==> src/rtl/demux3_stream.sv <==
// 1-to-3 valid/ready stream demultiplexer with one registered slot per output.
// The route is taken from in_select on a packet's first beat and held until its last beat.
module demux3_stream #(
  parameter int WIDTH = 1
) (
  input  logic             clk,
  input  logic             rst_n,
  input  logic [WIDTH-1:0] in_data,
  input  logic             in_last,
  input  logic [1:0]       in_select,
  input  logic             in_valid,
  output logic             in_ready,
  output logic [WIDTH-1:0] a_data,
  output logic             a_last,
  output logic             a_valid,
  input  logic             a_ready,
  output logic [WIDTH-1:0] b_data,
  output logic             b_last,
  output logic             b_valid,
  input  logic             b_ready,
  output logic [WIDTH-1:0] c_data,
  output logic             c_last,
  output logic             c_valid,
  input  logic             c_ready
);

  typedef enum logic {
    IDLE   = 1'b0,
    LOCKED = 1'b1
  } state_t;

  state_t           state_reg, state_next;
  logic [1:0]       route_reg, route_next;
  logic [1:0]       tgt;
  logic [2:0]       tgt_onehot;
  logic [2:0]       ready_vec;
  logic [2:0]       valid_vec;
  logic [2:0]       last_vec;
  logic [2:0]       load_vec;
  logic [WIDTH-1:0] data_vec [3];
  logic             accept;

  // The packet's first beat steers by in_select; later beats follow the locked route.
  assign tgt = (state_reg == IDLE) ? in_select : route_reg;

  always_comb begin
    tgt_onehot = 3'b000;
    case (tgt)
      2'b00:   tgt_onehot = 3'b001;
      2'b01:   tgt_onehot = 3'b010;
      default: tgt_onehot = 3'b100;
    endcase
  end

  assign ready_vec = {c_ready, b_ready, a_ready};
  assign in_ready  = |(tgt_onehot & (~valid_vec | ready_vec));
  assign accept    = in_valid & in_ready;
  assign load_vec  = tgt_onehot & {3{accept}};

  always_ff @(posedge clk or negedge rst_n) begin
    if (!rst_n) begin
      state_reg <= IDLE;
      route_reg <= 2'b00;
    end else begin
      state_reg <= state_next;
      route_reg <= route_next;
    end
  end

  always_comb begin
    state_next = state_reg;
    route_next = route_reg;
    case (state_reg)
      IDLE: begin
        if (accept && !in_last) begin
          route_next = in_select;
          state_next = LOCKED;
        end
      end
      LOCKED: begin
        if (accept && in_last) begin
          state_next = IDLE;
        end
      end
      default: state_next = IDLE;
    endcase
  end

  generate
    for (genvar gi = 0; gi < 3; gi++) begin : g_slot
      logic [WIDTH-1:0] data_reg;
      logic             last_reg;
      logic             valid_reg;

      // A load wins over a drain, so a same-cycle drain+load keeps the slot full.
      always_ff @(posedge clk or negedge rst_n) begin
        if (!rst_n) begin
          data_reg  <= '0;
          last_reg  <= 1'b0;
          valid_reg <= 1'b0;
        end else if (load_vec[gi]) begin
          data_reg  <= in_data;
          last_reg  <= in_last;
          valid_reg <= 1'b1;
        end else if (valid_reg && ready_vec[gi]) begin
          valid_reg <= 1'b0;
        end
      end

      assign data_vec[gi]  = data_reg;
      assign last_vec[gi]  = last_reg;
      assign valid_vec[gi] = valid_reg;
    end
  endgenerate

  assign a_data  = data_vec[0];
  assign a_last  = last_vec[0];
  assign a_valid = valid_vec[0];
  assign b_data  = data_vec[1];
  assign b_last  = last_vec[1];
  assign b_valid = valid_vec[1];
  assign c_data  = data_vec[2];
  assign c_last  = last_vec[2];
  assign c_valid = valid_vec[2];

endmodule
==> config.mk <==
export PLATFORM = sky130hd
export DESIGN_NAME = demux3_stream
export DESIGN_NICKNAME = d
export VERILOG_FILES = /design/src/rtl/demux3_stream.sv
export SDC_FILE = /design/constraint.sdc
export NUM_CORES = 1
export LEC_CHECK = 0
export ABC_CLOCK_PERIOD_IN_PS = 1500
export CAP_MARGIN = 15
export CORE_UTILIZATION = 38
export DETAILED_ROUTE_END_ITERATION = 10
export PLACE_DENSITY = 0.8
export SLEW_MARGIN = 20
export SYNTH_ARGS = -nofsm -noshare
export SYNTH_HDL_FRONTEND = slang
export SYNTH_SLANG_ARGS = --single-unit
export TNS_END_PERCENT = 20
==> constraint.sdc <==
create_clock -name clk -period 1.5 [get_ports clk]
set_clock_uncertainty 0.1 [all_clocks]
set_input_delay 0.375 -clock clk [delete_from_list [all_inputs] [get_ports clk]]
set_output_delay 0.375 -clock clk [all_outputs]
set_load 0.05 [all_outputs]
==> results of run 1 <==
synth_stat cells:
| master | instances |
|---|---|
| dfrtp_1 | 12 |
| o211ai_1 | 1 |
| a21oi_1 | 1 |
| nor3_1 | 1 |
| o21ai_0 | 2 |
| o211ai_2 | 1 |
| o21ai_2 | 1 |
| o22ai_1 | 1 |
| nand2b_1 | 3 |
| or3b_1 | 1 |
| nand2_1 | 5 |
| a41o_2 | 1 |
| nand3_1 | 2 |
| mux2_1 | 1 |
| a31oi_1 | 2 |
| o21ai_1 | 1 |
| and3b_2 | 1 |
| mux2_2 | 7 |
| nor3b_2 | 2 |
| inv_1 | 1 |
logic make-up (layout without fill, tap and decap cells):
logic type	count (synthesis)	count (layout)	share of synthesized area, %
AOI/OAI and AO/OA	11	11	13.8
buffers and inverters	1	37	0.659
DFF	12	12	52.7
muxes	8	8	15.8
and+or+nand+nor	15	15	16.9
area by class of cell:
type / instances / area, um2 / share of cell area, %
inverter: 1 / 3.75 / 0.334
tap: 15 / 18.8 / 1.67
timing repair buffer: 33 / 395 / 35.2
clock buffer: 3 / 22.5 / 2.00
multi-input combinational: 34 / 379 / 33.7
sequential: 12 / 305 / 27.1
critical path: cells and delay by family (launching register included):
kind / cells / cell delay (ns)
flip-flops: 1 / 0.47
multiplexers: 1 / 0.35
AND/OR/NAND/NOR: 2 / 0.18
buffers and inverters: 1 / 0.15
repair_timing:
| action | CTS | global route |
|---|---|---|
| setup endpoints to repair | 10 | 10 |
| pin swaps | 7 | 2 |
| gates resized for setup | 11 | 5 |
| buffers inserted | 7 | 1 |
routing by layer:
layer  global-route usage (%)  wire (um)  vias to the layer above
met1                     30.6        674                      258
met5                        0          0                        -
met2                     36.5        780                       22
met3                     4.89         98                        7
li1                         -          -                      249
met4                     12.5         48                        0
power by group through the flow:
stage	sequential [mW]	clock, mW	combinational (mW)
2_1_floorplan	0.977	0	0.417
6_report	0.678	0.198	1.66
4_1_cts	0.670	0.205	1.60
5_1_grt	0.699	0.222	1.73
3_3_place_gp	0.666	0	1.42
3_5_place_dp	0.674	0	1.44
worst paths after layout:
kind,end,slack [ns],cells after the start
worst max-delay path,in_ready,-0.40,4
worst min-delay path,a_valid,0.29,2
worst max register to register,route_reg[0],-0.25,6
worst min register to register,route_reg[0],0.49,1
max in group asynchronous,b_valid,0.84,2
min in group clk,route_reg[0],0.49,1
per-stage QoR:
stage,hold slack (ns),utilization (%)
2_1_floorplan,-0.0206,-
3_3_place_gp,0.452,72.5
3_5_place_dp,0.467,72.5
4_1_cts,0.290,80.8
5_1_grt,0.304,83.3
6_report,0.291,83.3
==> metrics.yaml, run 1 <==
power_and_ir_drop:
  finalPower_mw: 2.54
  p_sw_share_pct: 42.8
  leakage_nw: 0.509
  power.switching_mw: 1.09
  seq_power_share_pct: 26.7
  clkPwrFrac_pct: 7.8
  comb_power_share_pct: 65.4
  ir_drop_mv: 1.79
  power_density_nw_per_um2: 2250
  internal_power_mw: 1.45
floorplanning:
  num_rows: 13
  design.core.area_um2: 1350
  num_io_pins: 20
  die_height_um: 40.7
  start_util_pct: 42.2
  die_x_um: 40.7
  fp.dieArea_um2: 1660
hold_path:
  hold_class: "in -> async"
setup_path:
  cp_max_fo: 7
  crit_path_end_kind: "output port"
  slowest_delay_ns: 0.47
  worstPathRequired_ns: 1.02
  crit_chain: "mux2_4 > nand2_4 > nand3_4 > buf_12"
  arrival_ns: 1.43
  crit_path_start_kind: "register"
  crit_type: "reg -> out"
  crit_slowest_cell: "dfrtp_2"
placement:
  dpl_worst_slack_ns: -0.557
  gp_congestion: 0.801
  postPlaceCellArea_um2: 978
  portBuffers: 19
  placed_cells: 87
  hpwl_um: 1020
final_layout:
  drive_above_1_share_pct: 62.7
  fillers: 68
  largest_register_ffs: 2
  nets: 95
  syn2layout_area_growth_pct: 97.6
  stdcell_area_um2: 1120
  fin_cells: 98
  antennaDiodeCount: 0
  final_common_cell: "buf_4"
  layout_common_cells: "buf_4 (13), buf_12 (10), dfrtp_1 (8)"
synthesis:
  ys_ff_latch: 12
  ys_types: 20
  syn_avg_cell_area_um2: 12.1
  ys_warn_count: 0
  syn_nets: 57
  syn_inst: 47
  syn_area_um2: 569
  synth_area_leader_cell: "dfrtp_1"
  ys_top_cells_by_area: "dfrtp_1 (53%), mux2_2 (14%), nor3b_2 (4.4%)"
  ys_seq_area_share_pct: 52.7
  yosys.area.top_type_share_pct: 52.7
job:
  drv_cap: 0
sta:
  finalHoldViolations: 0
  tightestPinTransition_ns: 0.260
  rsz0062_at_grt: "true"
  final_max_slew_viol_count: 0
  setup_tns_ns: -1.64
  fmax_ghz: 0.526
  post-route-period-util_pct: 127
  period_minus_slack_ns: 1.90
  setup_ws_ns: -0.401
  relSlewSlack_pct: 82.7
  finalSetupViolCount: 10
cts:
  cts_buffers: 3
  cts_hold_buf: 0
  clk_latency_ns: 0.27
  clock-root-buffer: "clkbuf_4"
  numClockSinks: 12
  tritoncts: "done"
  clk_path_buf_depth: 2
  cts_htree_levels: 1
  clk_pin_slew_worst_paths_ns: 0.07
global_route:
  track_usage_pct: 23.5
  gr-total-overflow: 0
  grt_start_max_net_pins: 13
  grt_pass1_wl_um: 2360
  grt_pass1_vias: 520
  antenna_found_initial: 0
routing:
  drc: 0
  via_per_inst: 5.47
  wl_um: 1600
  avgRoutedWirePerCell_um: 16.3
  ant_nets: 0
  first_pass_iters: 2
  vias: 536
  drtIter0Drc: 6
run_status:
  outcome: "finished with violations"
  violations: "negative setup slack"
Power figures use the tool's default switching activity.
==> run 2, diff against run 1 <==
- SETUP_SLACK_MARGIN: unset -> 0.15
==> run 2 against run 1 <==
The flow still finishes with violations (negative setup slack). Cell count did not move. Fmax fell by 0.37%. Largest power group unchanged. Sequential cell count did not move.
==> metrics.yaml, run 2 (same netlist as run 1, synthesis figures left out) <==
run_status:
  outcome: "finished with violations"
  violations: "negative setup slack"
final_layout:
  drive_above_1_share_pct: 60.2  # -2.4 points
  final_common_cell: "buf_4"
  fin_cells: 98  # unchanged
  syn2layout_area_growth_pct: 96.7
  largest_register_ffs: 2  # unchanged
  antennaDiodeCount: 0  # unchanged
  layout_common_cells: "buf_4 (12), buf_12 (10), dfrtp_1 (8)"
  nets: 95  # unchanged
  final_util_pct: 82.9  # -0.37 points
cts:
  clock-root-buffer: "clkbuf_4"
  clk_path_buf_depth: 2  # unchanged
  cts_buffers: 3  # unchanged
  cts_htree_levels: 1  # unchanged
  tritoncts: "done"
  cts_hold_buf: 0  # unchanged
  clk_pin_slew_worst_paths_ns: 0.07  # about the same
  numClockSinks: 12  # unchanged
  clk_latency_ns: 0.27  # about the same
floorplanning:
  fp.dieArea_um2: 1660  # unchanged
  num_io_pins: 20  # unchanged
  design.core.area_um2: 1350  # unchanged
  num_rows: 13  # unchanged
  start_util_pct: 42.2  # unchanged
  die_height_um: 40.7  # unchanged
  die_x_um: 40.7  # unchanged
setup_path:
  regToRegSetupSlack_ns: -0.26  # about the same
  arrival_ns: 1.43  # about the same
  worstPathRequired_ns: 1.02  # about the same
  r2r-end: "route_reg[0]"
  rr_worst_depth: 6  # unchanged
  crit_type: "reg -> out"
  endpoint: "in_ready"
  crit_path_end_kind: "output port"
  crit_path_start_kind: "register"
  cp_max_fo: 7  # unchanged
job:
  drv_cap: 0  # unchanged
power_and_ir_drop:
  leakage_nw: 0.509  # about the same
  power_density_nw_per_um2: 2260  # +0.18%
  ir_drop_mv: 1.84  # +2.5%
sta:
  setup_ws_ns: -0.408  # -0.00706 ns
  rsz0062_at_grt: "true"
  relSlewSlack_pct: 82.2  # -0.43 points
  fmax_ghz: 0.524  # -0.37%
  finalSetupViolCount: 10  # unchanged
  tightestPinTransition_ns: 0.266  # +0.00648 ns
  finalHoldViolations: 0  # unchanged
  post-route-period-util_pct: 127  # +0.47 points
  period_minus_slack_ns: 1.91  # +0.00706 ns
  final_max_slew_viol_count: 0  # unchanged
placement:
  dpl_worst_slack_ns: -0.557  # unchanged
  placed_cells: 87  # unchanged
  gp_congestion: 0.801  # unchanged
  portBuffers: 19  # unchanged
  hpwl_um: 1020  # unchanged
hold_path:
  hold_class: "in -> async"
global_route:
  grt_start_max_net_pins: 13  # unchanged
  grt_pass1_vias: 515  # -0.96%
  antenna_found_initial: 0  # unchanged
  grt_pass1_wl_um: 2370  # +0.59%
  gr-total-overflow: 0  # unchanged
  track_usage_pct: 23.6  # +0.12 points
routing:
  first_pass_iters: 2  # unchanged
  drc: 0  # unchanged
  ant_nets: 0  # unchanged
  avgRoutedWirePerCell_um: 16.3  # -0.31%
  vias: 536  # unchanged
  wl_um: 1600  # -0.31%
  via_per_inst: 5.47  # unchanged
  drtIter0Drc: 4  # -2
[run 2: changes by cell type in the layout (fill, tap and decap cells not counted)]
cell / change
a31oi_1: +1
a31oi_2: -1
buf_4: -1
buf_6: +1
nand2b_1: +1
nand2b_2: -1
[run 2: how the worst min path moves through the flow]
| stage | endpoint | slack [ns] | depth (start not counted) |
|---|---|---|---|
| final | a_valid | 0.29 | 2 |
| after global routing | a_valid | 0.30 | 2 |
| after detailed placement | b_data | 0.47 | 1 |
| after CTS | a_valid | 0.29 | 2 |
| after floorplan | async pin | -0.02 | 0 |
| after global placement | route_reg[0] | 0.45 | 1 |
[run 2: critical path, cell delays in order (launching register included)]
cell	delay, ns
dfrtp_2	0.48
mux2_4	0.35
nand2_4	0.10
nand3_4	0.08
buf_12	0.15
[run 2: area by class of cell]
| cell class | instances | area (um2) |
|---|---|---|
| timing repair buffer | 33 | 399 |
| multi-input combinational | 34 | 370 |
| sequential | 12 | 305 |
| fill | 72 | 230 |
| clock buffer | 3 | 22.5 |
| tap | 15 | 18.8 |
| inverter | 1 | 3.75 |
[run 2: routing by layer]
metal  up-vias  wire (um)  global-route usage (%)
met5         -          0                       0
met4         0         32                    12.5
met3         5         92                    4.89
met2        20        792                    36.1
met1       264        680                    31.3
li1        247          -                       -
[run 2: timing repair]
action	CTS	global route
resized for setup	12	3
endpoints found under the setup margin	10	18
pin swaps	8	2
hold endpoints to repair	0	0
setup buffers	7	1
[run 2: report_power, final]
| group | internal [mW] | switching (mW) |
|---|---|---|
| Sequential | 0.480 | 0.198 |
| Combinational | 0.876 | 0.777 |
| Clock | 0.0931 | 0.104 |
| Total | 1.45 | 1.08 |
[run 2: metrics by stage]
step	setup TNS (ns)	power, mW	cell area, um2	hold WS (ns)
finish	-1.68	2.53	1120	0.292
global route	-2.23	2.64	1120	0.304
CTS	-1.38	2.47	1090	0.290
detailed placement	-5.03	2.11	978	0.467
global placement	-4.78	2.08	978	0.452
floorplan	-0.0394	1.39	624	-0.0206
